**src/rtl/chart_decimator_pkg.sv**
```systemverilog
// Shared graphics definitions: reduction modes, decimator FSM states, config record.
// Also consumed by the chart renderer register map, so encodings are fixed.
// Pure declarations; no logic.
package chart_decimator_pkg;

  // Reduction selection applied to each decimation group
  typedef logic [1:0] mode_t;
  localparam mode_t MODE_MAX   = 2'd0;
  localparam mode_t MODE_MIN   = 2'd1;
  localparam mode_t MODE_FIRST = 2'd2;
  localparam mode_t MODE_MEAN  = 2'd3;

  // Decimator FSM: no group open / group partially accumulated
  localparam logic [0:0] ST_IDLE = 1'b0;
  localparam logic [0:0] ST_ACC  = 1'b1;

  // Configuration captured at frame start
  typedef struct packed {
    logic [2:0] shift;
    mode_t      mode;
  } cfg_t;

  // Limit a requested shift to the largest ratio the datapath supports
  function automatic logic [2:0] clamp_shift(input logic [2:0] shift, input logic [2:0] shift_max);
    return (shift > shift_max) ? shift_max : shift;
  endfunction

endpackage

```
**src/rtl/chart_decimator_if.sv**
```systemverilog
// Sample stream bundle (data, frame start/end markers, valid/ready).
// Master drives payload and valid, slave drives ready.
// No logic; a transfer happens when valid and ready are both high.
interface chart_decimator_if #(
  parameter int DATA_W = 16
) ();
  logic [DATA_W-1:0] tdata;
  logic              tlast;
  logic              tuser;
  logic              tvalid;
  logic              tready;

  modport master (output tdata, output tlast, output tuser, output tvalid, input tready);
  modport slave  (input tdata, input tlast, input tuser, input tvalid, output tready);
endinterface

```
**src/rtl/chart_decimator_reduce.sv**
```systemverilog
// Group reduction datapath: running max/min/first/sum plus mode-selected result.
// Result is combinational from the accumulators and the sample being taken.
// No flow control of its own; registers advance only when take_i is high.
module decim_reduce
  import chart_decimator_pkg::*;
#(
  parameter int DATA_W    = 16,
  parameter int SHIFT_MAX = 7
) (
  input  logic              clk,
  input  logic              reset_n,
  input  logic              take_i,
  input  logic              fresh_i,
  input  logic [DATA_W-1:0] data_i,
  input  logic [2:0]        shift_i,
  input  mode_t             mode_i,
  output logic [DATA_W-1:0] result_o
);

  // Wide enough that 2^SHIFT_MAX full-scale samples never overflow
  localparam int SUM_W = DATA_W + SHIFT_MAX;

  logic [DATA_W-1:0] max_q, max_d;
  logic [DATA_W-1:0] min_q, min_d;
  logic [DATA_W-1:0] first_q, first_d;
  logic [SUM_W-1:0]  sum_q, sum_d;

  // Fold the incoming sample into the group, or restart the group with it
  always_comb begin
    max_d   = max_q;
    min_d   = min_q;
    first_d = first_q;
    sum_d   = sum_q;
    if (fresh_i) begin
      max_d   = data_i;
      min_d   = data_i;
      first_d = data_i;
      sum_d   = SUM_W'(data_i);
    end else begin
      max_d = (data_i > max_q) ? data_i : max_q;
      min_d = (data_i < min_q) ? data_i : min_q;
      sum_d = sum_q + SUM_W'(data_i);
    end
  end

  // Mean always divides by the nominal ratio, even for a short final group
  always_comb begin
    result_o = max_d;
    case (mode_i)
      MODE_MAX:   result_o = max_d;
      MODE_MIN:   result_o = min_d;
      MODE_FIRST: result_o = first_d;
      MODE_MEAN:  result_o = DATA_W'(sum_d >> shift_i);
      default:    result_o = max_d;
    endcase
  end

  // Accumulators advance on every accepted sample
  always_ff @(posedge clk or negedge reset_n) begin
    if (!reset_n) begin
      max_q   <= '0;
      min_q   <= '0;
      first_q <= '0;
      sum_q   <= '0;
    end else if (take_i) begin
      max_q   <= max_d;
      min_q   <= min_d;
      first_q <= first_d;
      sum_q   <= sum_d;
    end
  end

endmodule

```
**src/rtl/chart_decimator.sv**
```systemverilog
// Chart decimator: reduces each group of 2^shift samples to one output sample.
// Latency: 1 clk from the group-closing sample to tvalid on the output.
// Backpressure: upstream ready only when the single output register is free or draining.
module chart_decimator
  import chart_decimator_pkg::*;
#(
  parameter int DATA_W    = 16,
  parameter int SHIFT_MAX = 7
) (
  input  logic              clk,
  input  logic              reset_n,
  input  logic              ce,
  input  logic [2:0]        cfg_shift,
  input  mode_t             cfg_mode,
  chart_decimator_if.slave  up_if,
  chart_decimator_if.master dn_if
);

  // Count must reach the full ratio 2^SHIFT_MAX
  localparam int CNT_W = SHIFT_MAX + 1;

  logic [0:0]        state_q, state_d;
  logic [CNT_W-1:0]  count_q, count_d;
  logic [CNT_W-1:0]  count_inc;
  logic [CNT_W-1:0]  ratio;
  cfg_t              cfg_q, cfg_eff;
  logic              started_q, started_d;
  logic              grp_user_q, grp_user_d;
  logic              out_vld_q, out_vld_d;
  logic [DATA_W-1:0] out_dat_q, out_dat_d;
  logic              out_last_q, out_last_d;
  logic              out_user_q, out_user_d;
  logic [DATA_W-1:0] result;
  logic              accept;
  logic              latch_cfg;
  logic              fresh;
  logic              complete;

  // Ready never looks at upstream valid, so no combinational loop through the source
  assign up_if.tready = ce & (~out_vld_q | dn_if.tready);
  assign accept       = up_if.tvalid & up_if.tready;

  // Config is sampled at frame start only, except before the very first frame
  assign latch_cfg = accept & (((state_q == ST_IDLE) & up_if.tuser) | ~started_q);

  // The sample that latches config is processed with the new config
  always_comb begin
    cfg_eff = cfg_q;
    if (latch_cfg) begin
      cfg_eff.shift = clamp_shift(cfg_shift, 3'(SHIFT_MAX));
      cfg_eff.mode  = cfg_mode;
    end
  end

  assign ratio     = CNT_W'(1) << cfg_eff.shift;
  // A frame start mid-group abandons the open group and reopens with this sample
  assign fresh     = (state_q == ST_IDLE) | up_if.tuser;
  assign count_inc = fresh ? CNT_W'(1) : count_q + CNT_W'(1);
  assign complete  = accept & ((count_inc == ratio) | up_if.tlast);

  decim_reduce #(
    .DATA_W    (DATA_W),
    .SHIFT_MAX (SHIFT_MAX)
  ) u_reduce (
    .clk      (clk),
    .reset_n  (reset_n),
    .take_i   (accept),
    .fresh_i  (fresh),
    .data_i   (up_if.tdata),
    .shift_i  (cfg_eff.shift),
    .mode_i   (cfg_eff.mode),
    .result_o (result)
  );

  // Group tracking: open on a fresh sample, close on full count or end of frame
  always_comb begin
    state_d    = state_q;
    count_d    = count_q;
    grp_user_d = grp_user_q;
    started_d  = started_q | (accept & up_if.tuser);
    if (accept) begin
      if (fresh) grp_user_d = up_if.tuser;
      if (complete) begin
        state_d = ST_IDLE;
        count_d = '0;
      end else begin
        state_d = ST_ACC;
        count_d = count_inc;
      end
    end
  end

  // Output register: load on group close, otherwise drain when downstream takes it
  always_comb begin
    out_vld_d  = out_vld_q;
    out_dat_d  = out_dat_q;
    out_last_d = out_last_q;
    out_user_d = out_user_q;
    if (complete) begin
      out_vld_d  = 1'b1;
      out_dat_d  = result;
      out_last_d = up_if.tlast;
      out_user_d = fresh ? up_if.tuser : grp_user_q;
    end else if (ce & dn_if.tready) begin
      out_vld_d = 1'b0;
    end
  end

  // Group-tracking state; everything stalls with ce because accept includes ce
  always_ff @(posedge clk or negedge reset_n) begin
    if (!reset_n) begin
      state_q    <= ST_IDLE;
      count_q    <= '0;
      cfg_q      <= '0;
      started_q  <= 1'b0;
      grp_user_q <= 1'b0;
    end else begin
      state_q    <= state_d;
      count_q    <= count_d;
      cfg_q      <= cfg_eff;
      started_q  <= started_d;
      grp_user_q <= grp_user_d;
    end
  end

  // Output holding register
  always_ff @(posedge clk or negedge reset_n) begin
    if (!reset_n) begin
      out_vld_q  <= 1'b0;
      out_dat_q  <= '0;
      out_last_q <= 1'b0;
      out_user_q <= 1'b0;
    end else begin
      out_vld_q  <= out_vld_d;
      out_dat_q  <= out_dat_d;
      out_last_q <= out_last_d;
      out_user_q <= out_user_d;
    end
  end

  assign dn_if.tvalid = out_vld_q;
  assign dn_if.tdata  = out_dat_q;
  assign dn_if.tlast  = out_last_q;
  assign dn_if.tuser  = out_user_q;

endmodule

```
**src/flat_wrapper.sv**
```systemverilog
// flat-port wrapper written by rule: the top's interface ports become plain ports
module chart_decimator_flat import chart_decimator_pkg::*;
#(
  parameter int DATA_W    = 16,
  parameter int SHIFT_MAX = 7
)
  (clk, reset_n, ce, cfg_shift, cfg_mode, up_if_tdata, up_if_tlast, up_if_tuser, up_if_tvalid, up_if_tready, dn_if_tdata, dn_if_tlast, dn_if_tuser, dn_if_tvalid, dn_if_tready);
  chart_decimator_if #(.DATA_W(DATA_W)) up_if_i ();
  chart_decimator_if #(.DATA_W(DATA_W)) dn_if_i ();
  input  logic clk;
  input  logic reset_n;
  input  logic ce;
  input  logic [2:0] cfg_shift;
  input  mode_t cfg_mode;
  input wire logic [$bits(up_if_i.tdata)-1:0] up_if_tdata;
  input wire logic [$bits(up_if_i.tlast)-1:0] up_if_tlast;
  input wire logic [$bits(up_if_i.tuser)-1:0] up_if_tuser;
  input wire logic [$bits(up_if_i.tvalid)-1:0] up_if_tvalid;
  output wire logic [$bits(up_if_i.tready)-1:0] up_if_tready;
  output wire logic [$bits(dn_if_i.tdata)-1:0] dn_if_tdata;
  output wire logic [$bits(dn_if_i.tlast)-1:0] dn_if_tlast;
  output wire logic [$bits(dn_if_i.tuser)-1:0] dn_if_tuser;
  output wire logic [$bits(dn_if_i.tvalid)-1:0] dn_if_tvalid;
  input wire logic [$bits(dn_if_i.tready)-1:0] dn_if_tready;
  assign up_if_i.tdata = up_if_tdata;
  assign up_if_i.tlast = up_if_tlast;
  assign up_if_i.tuser = up_if_tuser;
  assign up_if_i.tvalid = up_if_tvalid;
  assign up_if_tready = up_if_i.tready;
  assign dn_if_tdata = dn_if_i.tdata;
  assign dn_if_tlast = dn_if_i.tlast;
  assign dn_if_tuser = dn_if_i.tuser;
  assign dn_if_tvalid = dn_if_i.tvalid;
  assign dn_if_i.tready = dn_if_tready;
  chart_decimator #(.DATA_W(DATA_W), .SHIFT_MAX(SHIFT_MAX)) u_core (.clk(clk), .reset_n(reset_n), .ce(ce), .cfg_shift(cfg_shift), .cfg_mode(cfg_mode), .up_if(up_if_i), .dn_if(dn_if_i));
endmodule
```
**config.mk**
```make
export PLATFORM = sky130hd
export DESIGN_NAME = chart_decimator_flat
export DESIGN_NICKNAME = d
export VERILOG_FILES = /design/src/rtl/chart_decimator_pkg.sv /design/src/rtl/chart_decimator_if.sv /design/src/rtl/chart_decimator_reduce.sv /design/src/rtl/chart_decimator.sv /design/src/flat_wrapper.sv
export SDC_FILE = /design/constraint.sdc
export NUM_CORES = 1
export LEC_CHECK = 0
export BUFFER_PORTS_ARGS = -buffer_cell sky130_fd_sc_hd__buf_2
export CORE_ASPECT_RATIO = 0.8
export CORE_MARGIN = 8
export CORE_UTILIZATION = 55
export CTS_CLUSTER_DIAMETER = 120
export DETAILED_ROUTE_END_ITERATION = 10
export PLACE_DENSITY = 0.73
export SETUP_SLACK_MARGIN = 0.15
export SKIP_LAST_GASP = 1
export SLEW_MARGIN = 30
export SYNTH_ARGS = -nofsm -noshare
export SYNTH_HDL_FRONTEND = slang
export SYNTH_SLANG_ARGS = --single-unit
export TNS_END_PERCENT = 5
```
**constraint.sdc**
```tcl
create_clock -name clk -period 4.5 [get_ports clk]
set_input_delay 0.675 -clock clk [delete_from_list [all_inputs] [get_ports clk]]
set_output_delay 0.675 -clock clk [all_outputs]
set_load 0.1 [all_outputs]
```
Word level (Yosys, flattened, before mapping)
Index checks and enable logic that the tools add are counted.
{"block": "classes", "addsub": 2, "magnitude_cmp": 3, "n_eq_ne": 4, "shift": 2, "n_mux": 15, "bitwise_logic": 15, "reduce_logical": 2}
{"cell": "2-to-1 mux 16 bit", "count": 5}
{"cell": "case mux 16 bit (4 select lines)", "count": 1}
{"cell": "adder 23 x 16 -> 23 bit", "count": 1}
{"cell": "2-to-1 mux 23 bit", "count": 1}
{"cell": "right shift 23 x 3 -> 16 bit", "count": 1}
{"cell": "> comparator 16 bit", "count": 1}
{"cell": "less-than comparator 16 bit", "count": 1}
{"cell": "2-to-1 mux 8 bit", "count": 2}
{"cell": "adder 8 x 1 -> 8 bit (second input constant)", "count": 1}
{"cell": "== test 8 bit", "count": 1}
{"cell": "left shift 1 x 3 -> 8 bit (first input constant)", "count": 1}
{"cell": "bitwise AND 1 bit", "count": 7}
{"cell": "2-to-1 mux 5 bit", "count": 1}
{"cell": "OR 1 bit", "count": 5}
{"cell": "== test 2 bit (second input constant)", "count": 2}
{"cell": "2-to-1 mux 1 bit", "count": 4}
{"cell": "> comparator 3 bit (second input constant)", "count": 1}
{"cell": "2-to-1 mux 3 bit", "count": 1}
{"cell": "inverter 1 bit", "count": 3}
{"cell": "== test 2 x 1 -> 1 bit (second input constant)", "count": 1}
{"cell": "logical NOT 2 bit", "count": 1}
{"cell": "nonzero test 2 bit", "count": 1}
{"block": "word_totals", "register_bits": 106, "inputBits": 28, "out_inout_bits": 20, "wordCells": 57}

Logic depth before layout (Yosys ltp)
{"block": "logic_depth", "word_depth": 11, "mapped_depth": 14, "depth_no_buf": 11}

Modules after synthesis
A second synthesis with hierarchy kept.
{"block": "unflattened", "cells_unflattened": 983, "hier_area_um2": 8688.3}
{"module": "decim_reduce", "n_inst": 1, "cells_per_inst": 810, "area_each_um2": 6789.0}
{"module": "chart_decimator", "n_inst": 1, "cells_per_inst": 173, "area_each_um2": 1899.3}

Worst setup path after synthesis
OpenSTA, ideal clock, no wires.
{"block": "synth_path", "path_kind": "register to register", "start": "register u_core.out_vld_q (netlist: u_core.dn_if.tvalid)", "end": "register u_core.u_reduce.max_q[10]", "t_arrival_ps": 3934, "path_slack_ps": 442, "stages_incl_launch_ff": 8, "synth_period_minus_slack_ps": 4058, "path_cell_list": "dfrtp_1 > nor2b_1 > nor2b_1 > nand2_1 > or2_2 > clkbuf_1 > buf_2 > mux2_2"}
{"block": "synth_via", "elab_chain_cells": 4}
{"element": "from (decl)", "line": "chart_decimator.sv:29", "rtl": "logic out_vld_q, out_vld_d;"}
{"element": "from (signal assigned)", "line": "chart_decimator.sv:134", "rtl": "out_vld_q <= out_vld_d;"}
{"element": "inverter 1 bit", "line": "chart_decimator.sv:40", "rtl": "assign up_if.tready = ce & (~out_vld_q | dn_if.tready);"}
{"element": "OR 1 bit", "line": "chart_decimator.sv:40"}
{"element": "bitwise AND 1 bit", "line": "chart_decimator.sv:40"}
{"element": "named net up_if_tready", "line": "flat_wrapper.sv:19", "rtl": "output wire logic [$bits(up_if_i.tready)-1:0] up_if_tready;"}
{"element": "bitwise AND 1 bit", "line": "chart_decimator.sv:41", "rtl": "assign accept = up_if.tvalid & up_if.tready;"}
{"element": "to (signal assigned)", "line": "chart_decimator_reduce.sv:66", "rtl": "max_q <= max_d;"}
{"element": "to (decl)", "line": "chart_decimator_reduce.sv:23", "rtl": "logic [DATA_W-1:0] max_q, max_d;"}
The timed path passes the listed nets, and every way through them passes these cells.
A chain may end at the register's enable or synchronous reset.

Final worst setup path
{"block": "layout_path", "start": "input up_if_tdata[0]", "end": "register u_core.out_dat_q[8] (netlist: u_core.dn_if.tdata[8])"}
{"block": "layout_via", "elab_chain_cells": 4, "elab_cells_between_ends": 10, "cone_classes": "add/sub: 1; order compare: 2; shift: 1; mux: 6"}
{"element": "from (decl)", "line": "flat_wrapper.sv:15", "rtl": "input wire logic [$bits(up_if_i.tdata)-1:0] up_if_tdata;"}
{"element": "adder 23 x 16 -> 23 bit, or another cell as far along", "line": "chart_decimator_reduce.sv:42", "rtl": "sum_d = sum_q + SUM_W'(data_i);"}
{"element": "2-to-1 mux 23 bit, or another cell as far along", "line": "chart_decimator_reduce.sv:34", "rtl": "if (fresh_i) begin"}
{"element": "right shift 23 x 3 -> 16 bit or 2-to-1 mux 16 bit (tied branches)", "line": "chart_decimator_reduce.sv:53, chart_decimator_reduce.sv:34"}
{"element": "case mux 16 bit (4 select lines) *", "line": "chart_decimator_reduce.sv:49", "rtl": "case (mode_i)"}
{"element": "to (signal assigned)", "line": "chart_decimator.sv:135", "rtl": "out_dat_q <= out_dat_d;"}
{"element": "to (decl)", "line": "chart_decimator.sv:30", "rtl": "logic [DATA_W-1:0] out_dat_q, out_dat_d;"}
Every way passes the cells marked *; elsewhere a longest branch is shown, timed or not.

==> results.sh <==
export IMPL_status="complete, no violations"
export IMPL_wl_um=24600
export IMPL_path_cells="buf_2 > ha_1 > fa_1 > a21o_1 > a22o_1 > o41ai_1 > buf_4 > mux2i_1 > nand3_1 > o21ai_0 > mux2i_1 > a2111oi_1 > a211oi_2"
export IMPL_finalMaxSlewViolations=0
export IMPL_wl_per_cell_um=20.1
export IMPL_fin_crit_ps=3730
export IMPL_max_freq_mhz=268
export IMPL_postCtsHoldBufs=0
export IMPL_ys_types=78
export IMPL_cp_slowest_cell="a2111oi_1"
export IMPL_hold_ws_ps=348
export IMPL_cts_buffer_depth=2
export IMPL_final_common_cell="nand2_1"
export IMPL_grt_pass1_wl_um=39000
export IMPL_dieArea_mm2=0.0195
export IMPL_worst_pin_slew_ps=876
export IMPL_antenna_cells=0
export IMPL_critPathArrivalTime_ps=3960
export IMPL_grt_use_total_pct=24.9
export IMPL_clk_latency_ps=360
export IMPL_cts_inserted_buffers=9
export IMPL_synthesis_area_mm2=0.00840
export IMPL_end_kind="flip-flop"
export IMPL_synthAdderAreaFrac_pct=7.39
export IMPL_synth_edf_count=0
export IMPL_antenna_found_initial=0
export IMPL_crit_type="in -> reg"
export IMPL_yosys_area_share_xor_xnor_pct=1.56
export IMPL_cts_root_buf="clkbuf_16"
export IMPL_rows=40
export IMPL_hpwl_um=17800
export IMPL_synth_nets=1091
export IMPL_firstDrtPassIters=6
export IMPL_io_pin_count=48
export IMPL_reg2reg_from="u_core.u_reduce.sum_q[0]$_DFFE_PN0P_"
export IMPL_finalSetupTns_ps=0
export IMPL_io_buffers=47
export IMPL_ys_dominant_reg_cell="dfrtp_1"
export IMPL_ant_nets=0
export IMPL_num_nets_final=1107
export IMPL_synth_compound_area_share_pct=24.4
export IMPL_setup_viol=0
export IMPL_grt_max_degree=78
export IMPL_cap_violations=0
export IMPL_overflow=0
export IMPL_mostFrequentLayoutCells="nand2_1, dfrtp_1, o21ai_0"
export IMPL_seq_area_frac_synth_pct=31.6
export IMPL_timing_final_crit_share_pct=83.0
export IMPL_coreArea_mm2=0.0150
export IMPL_holdCritPathClass="in -> async"
export IMPL_cts_sinks=106
export IMPL_chipWidth_um=154
export IMPL_avgSynthCellArea_um2=8.29
export IMPL_drive_gt1_share_pct=15.7
export IMPL_first_global_vias=7124
export IMPL_async_flop_share_pct=100
export IMPL_syn_to_final_growth_pct=8.53
export IMPL_critPathMaxFanout=8
export IMPL_cp_slowest_stage_delay_ps=520
export IMPL_vias=7925
export IMPL_relSlewSlack_pct=41.6
export IMPL_path_common_cell="mux2i_1"
export IMPL_cts_resized=0
export IMPL_die_h_um=127
export IMPL_fin_skew_ps=10.0
export IMPL_viasPerCell=6.47
export IMPL_vdd_ir_drop_max_v=0.000421
export IMPL_drc=0
export IMPL_drt_iter0_markers=946
export IMPL_hold_viol=0
export IMPL_yosysWarnings=0
export IMPL_gp_congestion=0.937
export IMPL_cts_setup_buffers=0
export IMPL_grt_setup_unrepaired="no"
export IMPL_startpoint="up_if_tdata[0]"
export IMPL_p_leak_nw=4.04
export IMPL_start_util_pct=56.1
export IMPL_synthMuxAreaShare_pct=10.5
export IMPL_synthCells=1014
export IMPL_synth_simple_gate_area_share_pct=19.4
export IMPL_clk_pin_slew_ps=80
export IMPL_worstSetupStartpointType="input pin"
export IMPL_required_ps=4720
export IMPL_cts_tree="yes"
export IMPL_synth_top_family_by_area="compound AO/OA/AOI/OAI gates"
export IMPL_p_per_area_mw_per_mm2=571
export IMPL_htree_levels=3
export IMPL_synth_seq_cells=106
==> worst max-delay path, delay by kind of cell <==
| family | cells | cell delay [ps] |
|---|---|---|
| buffers and inverters | 2 | 360 |
| and+or+nand+nor | 1 | 100 |
| adders and majority gates | 2 | 690 |
| muxes | 2 | 460 |
| AOI/OAI and AO/OA | 6 | 1670 |
==> cell type report <==
type / instances / area, um2
multi-input combinational: 801 / 5350
fill: 1315 / 5850
clock inverter: 6 / 73.8
tap: 189 / 236
timing repair buffer: 71 / 422
inverter: 41 / 154
clock buffer: 10 / 229
sequential: 106 / 2650
==> state kept, by name, indices dropped and copies added, names as in the netlist, 5 cells and up <==
| register | flops |
|---|---|
| u_core.u_reduce.first_q | 16 |
| u_core.count_q | 8 |
| u_core.u_reduce.min_q | 16 |
| u_core.cfg_q | 5 |
| u_core.u_reduce.max_q | 16 |
| u_core.dn_if.tdata | 16 |
| u_core.u_reduce.sum_q | 23 |
==> power by group <==
group	internal [mW]	switching (mW)
Combinational	0.929	2.01
Sequential	1.22	0.213
Clock	0.440	0.398
Total	2.59	2.62
==> kinds of logic (layout without fill, tap and decap cells) <==
logic type               Yosys count  count (layout)
multiplexers                      82              82
XOR/XNOR                          15              15
flip-flops                       106             106
AND/OR/NAND/NOR                  357             357
adder cells (fa/ha/maj)           49              49
buffers and inverters            107             128
AO/OA/AOI/OAI                    298             298
==> worst paths after layout <==
kind | depth (start not counted) | slack, ps | end
worst max register to register | 12 | 870 | u_core.dn_if.tdata[8]$_DFFE_PN0P_
worst min register to register | 2 | 490 | u_core.u_reduce.sum_q[2]$_DFFE_PN0P_
min in group clk | 2 | 490 | u_core.u_reduce.sum_q[2]$_DFFE_PN0P_
worst max-delay path | 13 | 770 | u_core.dn_if.tdata[8]$_DFFE_PN0P_
worst min-delay path | 1 | 350 | u_core.u_reduce.min_q[12]$_DFFE_PN0P_
max in group asynchronous | 2 | 3220 | u_core.u_reduce.first_q[5]$_DFFE_PN0P_
==> synthesized netlist by cell type (all sizes together) (5+ instances only) <==
cell / number / share of area [%]
inv: 40 / 1.8
buf: 16 / 1.1
and2: 10 / 0.74
nor3: 32 / 1.9
or3: 7 / 0.52
o31ai: 14 / 1.3
a21o: 16 / 1.4
mux2: 48 / 6.5
a311oi: 6 / 0.63
nor2: 78 / 3.5
a31oi: 16 / 1.2
a2111oi: 6 / 0.64
o211ai: 9 / 0.80
ha: 48 / 7.1
a211oi: 24 / 2.6
o21a: 8 / 0.71
o21ai: 84 / 5.0
o211a: 5 / 0.60
and3: 7 / 0.52
nand3: 24 / 1.4
clkbuf: 50 / 2.2
mux2i: 34 / 4.1
nand2: 149 / 6.7
xnor2: 5 / 0.52
nor4: 6 / 0.45
xor2: 10 / 1.0
nand2b: 8 / 0.68
a22o: 8 / 0.83
a221oi: 5 / 0.52
nand4: 13 / 0.97
a21oi: 52 / 3.2
dfrtp: 106 / 32
nor2b: 8 / 0.60
==> layer usage <==
layer  vias to the layer above  global-route usage (%)  routed length (um)
met2                       407                    37.0               10600
met3                        42                    4.58                2070
met5                         -                       0                   0
li1                       3741                       -                   -
met4                         0                    8.80                 706
met1                      3735                    35.6               11300
==> through the flow <==
step,total power [mW],instances,util [%],worst slack [ps],area [um2]
2_1_floorplan,3.60,1014,-,442,8400
3_5_place_dp,4.31,1208,58.9,538,8820
6_report,5.20,1224,60.9,767,9120
5_1_grt,5.49,1224,60.9,572,9120
4_1_cts,5.16,1224,60.9,894,9120
3_3_place_gp,4.28,1208,58.9,578,8810
(Power assumes the default switching activity.)
